[config.mk]
export PLATFORM = sky130hd
export DESIGN_NAME = fetch_if_id_stage
export DESIGN_NICKNAME = d
export VERILOG_FILES = /design/src/rtl/fetch_if_id_stage.sv
export SDC_FILE = /design/constraint.sdc
export NUM_CORES = 1
export LEC_CHECK = 0
export CAP_MARGIN = 20
export CORE_ASPECT_RATIO = 1.5
export CORE_MARGIN = 1.5
export CORE_UTILIZATION = 40
export CTS_BUF_LIST = sky130_fd_sc_hd__clkbuf_16
export DETAILED_ROUTE_END_ITERATION = 10
export PLACE_DENSITY = 0.8
export SYNTH_ARGS = -nofsm -noshare
export SYNTH_HDL_FRONTEND = slang
export SYNTH_SLANG_ARGS = --single-unit
[constraint.sdc]
create_clock -name clk -period 2 [get_ports clk]
set_clock_uncertainty 0.1 [all_clocks]
set_input_delay 0.3 -clock clk [delete_from_list [all_inputs] [get_ports clk]]
set_output_delay 0.3 -clock clk [all_outputs]
set_load 0.03 [all_outputs]
[src/rtl/fetch_if_id_stage.sv]
// Instruction-fetch stage with the IF/ID pipeline register.
// Owns the PC, applies hazard-unit stalls and branch redirects/flushes, and counts stall/flush events.
module fetch_if_id_stage #(
    parameter int unsigned       size      = 32,
    parameter logic [size-1:0]   RESET_PC  = '0,
    parameter logic [size-1:0]   NOP_INSTR = size'(32'h0000_0013),
    parameter int unsigned       CNT_W     = 16
) (
    input  logic             clk,
    input  logic             rst,
    input  logic             PC_write,
    input  logic             IF_ID_reg_write_en,
    input  logic             flush_IF_ID,
    input  logic             redirect_valid,
    input  logic [size-1:0]  redirect_pc,
    input  logic             pred_taken,
    input  logic [size-1:0]  pred_target,
    input  logic [size-1:0]  imem_rdata,
    output logic [size-1:0]  imem_addr,
    output logic [size-1:0]  instruction_ID_out,
    output logic [size-1:0]  pc_ID_out,
    output logic [size-1:0]  pc_plus4_ID_out,
    output logic             pred_taken_ID_out,
    output logic             valid_ID_out,
    output logic [CNT_W-1:0] stall_count,
    output logic [CNT_W-1:0] flush_count
);

    logic [size-1:0]  pc_q, pc_d;
    logic [size-1:0]  instr_q, instr_d;
    logic [size-1:0]  id_pc_q, id_pc_d;
    logic [size-1:0]  id_pc4_q, id_pc4_d;
    logic             id_pred_q, id_pred_d;
    logic             id_valid_q, id_valid_d;
    logic [CNT_W-1:0] stall_cnt_q, stall_cnt_d;
    logic [CNT_W-1:0] flush_cnt_q, flush_cnt_d;

    logic [size-1:0]  pc_plus4;
    logic             stall_event;
    logic             unused_low_bits;

    // Fetch targets are word aligned, so the low two bits of redirect/predicted targets are dropped.
    assign unused_low_bits = ^{redirect_pc[1:0], pred_target[1:0]};

    assign pc_plus4    = pc_q + size'(4);
    assign stall_event = !PC_write && !redirect_valid;

    always_comb begin
        pc_d = pc_plus4;
        if (redirect_valid) begin
            pc_d = {redirect_pc[size-1:2], 2'b00};
        end else if (!PC_write) begin
            pc_d = pc_q;
        end else if (pred_taken) begin
            pc_d = {pred_target[size-1:2], 2'b00};
        end
    end

    // Flush wins over hold so a squashed instruction never lingers in ID during a stall.
    always_comb begin
        instr_d    = instr_q;
        id_pc_d    = id_pc_q;
        id_pc4_d   = id_pc4_q;
        id_pred_d  = id_pred_q;
        id_valid_d = id_valid_q;
        if (flush_IF_ID) begin
            instr_d    = NOP_INSTR;
            id_pc_d    = '0;
            id_pc4_d   = '0;
            id_pred_d  = 1'b0;
            id_valid_d = 1'b0;
        end else if (IF_ID_reg_write_en) begin
            instr_d    = imem_rdata;
            id_pc_d    = pc_q;
            id_pc4_d   = pc_plus4;
            id_pred_d  = pred_taken;
            id_valid_d = 1'b1;
        end
    end

    always_comb begin
        stall_cnt_d = stall_cnt_q;
        flush_cnt_d = flush_cnt_q;
        if (stall_event && (stall_cnt_q != '1)) begin
            stall_cnt_d = stall_cnt_q + CNT_W'(1);
        end
        if (flush_IF_ID && (flush_cnt_q != '1)) begin
            flush_cnt_d = flush_cnt_q + CNT_W'(1);
        end
    end

    always_ff @(posedge clk) begin
        if (rst) begin
            pc_q        <= RESET_PC;
            instr_q     <= NOP_INSTR;
            id_pc_q     <= '0;
            id_pc4_q    <= '0;
            id_pred_q   <= 1'b0;
            id_valid_q  <= 1'b0;
            stall_cnt_q <= '0;
            flush_cnt_q <= '0;
        end else begin
            pc_q        <= pc_d;
            instr_q     <= instr_d;
            id_pc_q     <= id_pc_d;
            id_pc4_q    <= id_pc4_d;
            id_pred_q   <= id_pred_d;
            id_valid_q  <= id_valid_d;
            stall_cnt_q <= stall_cnt_d;
            flush_cnt_q <= flush_cnt_d;
        end
    end

    assign imem_addr          = pc_q;
    assign instruction_ID_out = instr_q;
    assign pc_ID_out          = id_pc_q;
    assign pc_plus4_ID_out    = id_pc4_q;
    assign pred_taken_ID_out  = id_pred_q;
    assign valid_ID_out       = id_valid_q;
    assign stall_count        = stall_cnt_q;
    assign flush_count        = flush_cnt_q;

endmodule

==> results.yml <==
yosys:
  synthCells: 819
  async_reset_ff_share_pct: 0
  synth_top_area_share_pct: 45.17
  ys_seq_area_share_pct: 45.17
  syn_nets: 925
  synth-main-ff-cell: "dfxtp_1"
  syn_area_per_cell_um2: 8.659
  yosysTopAreaCell: "dfxtp_1"
  synth.ff_latch_count: 160
  synthTopCellsByArea: "dfxtp_1 45%, mux2i_1 9.9%, nor2_1 8.0%"
  ys_types: 48
  syn-cell-area_um2: 7092
  ys_warn_count: 0
  synth_edf_count: 0
floorplanning:
  core-area_um2: 17350
  rows: 59
  initial_utilization_pct: 40.88
  dieArea_um2: 18550
  num_io_pins: 265
  die_h_um: 166.1
  die_x_um: 111.7
critical_path:
  path_cells: "clkdlybuf4s50_1"
  critical-path-max-stage-delay_ns: 0.71
  reg2reg_depth: 5
  crit_path_start: "stall_count[0]"
  crit_family: "buffers and inverters"
  rrSetupSlack_ns: 0.12
  worst_ep_arrival_time_ns: 1.55
  crit_type: "reg2out"
  regToRegEndpoint: "pc_plus4_ID_out[30]"
  critPathLaunchType: "flip-flop"
  path_max_fanout: 4
  timing.rr.start: "imem_addr[15]"
  worst_ep_required_time_ns: 1.60
  cp-end-kind: "output pin"
  path_buf_inv: 1
  cp_slowest_cell: "clkdlybuf4s50_1"
status:
  status: "completed"
min_path:
  holdCritStartpoint: "rst"
  hold_end: "imem_addr[15]"
  min_path_type: "in2reg"
  holdPathStages: 2
clock_network:
  clock-sinks: 160
  insertion_delay_ns: 0.43
  clk_pin_slew_ns: 0.06
  root_buffer: "clkbuf_16"
  cts_max_level: 4
  numCtsBuffers: 17
  ctsHoldBuffers: 0
  clk_path_buf_depth: 2
  cts_tree: "built"
sta:
  period_minus_slack_ns: 1.946
  whs_ns: 0.1113
  fmax_mhz: 513.8
  slew_violations: 0
  fin_crit_sh_pct: 97.32
  finalHoldViolCount: 0
  slew-limit-headroom_pct: 58.13
  setup_viol: 0
  rsz0062_at_grt: "yes"
  max_slew.worst_pin.slew_ns: 0.6281
finish:
  final_common_cell: "clkdlybuf4s50_1"
  layout_common_cells: "210 x clkdlybuf4s50_1, 151 x nor2_1, 141 x dfxtp_1"
  num-nets-final: 1211
  syn_to_final_growth_pct: 54.36
  nFillCells: 1484
  fin_area_um2: 10950
  drive_gt1_share_pct: 12.25
power:
  power_density_nw_per_um2: 742.3
  leakagePower_uw: 0.004425
  irDropWorstVdd_uv: 789.8
placed_design:
  dpl-instance-area_um2: 10310
  hpwl_mm: 16.60
  gp_congestion: 0.8845
  io_buffers: 260
grt:
  track_usage_pct: 24.34
  grt_pass1_vias: 7007
  grt_antenna_before_repair: 2
  grt_overflow: 0
  grt_max_degree: 63
  grt_pass1_wl_mm: 36.14
detailed_routing:
  ant_nets: 0
  drc: 0
  via_count: 6995
  dr.first_iter.drc_count: 356
  wl_mm: 22.69
  routed_via_density: 5.248
  routedWlPerCell_um: 17.02
  firstDrtPassIters: 5
flow_run:
  cap_violations: 0
## synth_stat cells (10+ instances only)
library cell	n
dfxtp_1	160
nor2_1	152
a21oi_1	74
mux2i_1	70
clkbuf_1	47
nand2_1	37
xnor2_1	34
o21ai_0	28
nand3_1	25
nand4_1	19
nor2b_1	19
nor3_1	17
o22ai_1	17
xor2_1	16
nor4_1	10
## metrics by stage
step | setup slack (ns) | instances | setup TNS (ns) | total power, uW | utilization, %
2_1_floorplan | 0.001755 | 819 | 0 | 4081 | -
3_3_place_gp | 0.1073 | 1299 | 0 | 4692 | 59.42
3_5_place_dp | 0.06516 | 1299 | 0 | 4712 | 59.42
4_1_cts | 0.004034 | 1331 | 0 | 8204 | 62.83
5_1_grt | -0.03825 | 1333 | -0.03825 | 8459 | 63.10
6_report | 0.05369 | 1333 | 0 | 8125 | 63.10
## sequential cells by signal, indices dropped and copies added, names as in the netlist
signal and cells:
flush_count 16, imem_addr 32, instruction_ID_out 32, pc_ID_out 32, pc_plus4_ID_out 30, pred_taken_ID_out 1
stall_count 16, valid_ID_out 1
## where the power goes
part | internal, uW | switching (uW) | total (uW)
Combinational | 585 | 666 | 1250
Sequential | 3300 | 72.0 | 3370
Clock | 2110 | 1400 | 3510
## cell type report
class                      count  area [um^2]  area share (%)
multi-input combinational    593         3620           33.07
clock buffer                  17        425.4           3.886
antenna                        2        5.005         0.04572
inverter                       4        15.01          0.1372
timing repair buffer         329         3181           29.05
sequential                   160         3229           29.50
tap                          213        266.5           2.435
clock inverter                15        205.2           1.875
## logic make-up after synthesis
kind of cell	synth area share, %
and+or+nand+nor	22.42
DFF	45.17
AOI/OAI and AO/OA	11.61
muxes	10.20
buffers and inverters	3.899
xor gates and xnor gates	6.175
adders and majority gates	0.5293
## metal layers
metal	global-route usage, %	vias up	wire length (um)
met2	43.27	237	11570
met1	26.03	3277	8770
met4	11.17	0	739
met3	7.664	47	1605
li1	-	3434	-
met5	0	-	0
## worst max-delay path by stage
stage / endpoint / cells past startpoint
after floorplan: imem_addr[31] / 5
after global placement: imem_addr[31] / 5
after detailed placement: flush_count[9] / 6
after CTS: imem_addr[28] / 2
after global routing: stall_count[15] / 5
final: stall_count[0] / 1
## what timing repair did
item	CTS	global route
setup endpoints to repair	31	19
gates resized for setup	31	17
setup buffers	0	0
(Power assumes the default switching activity.)
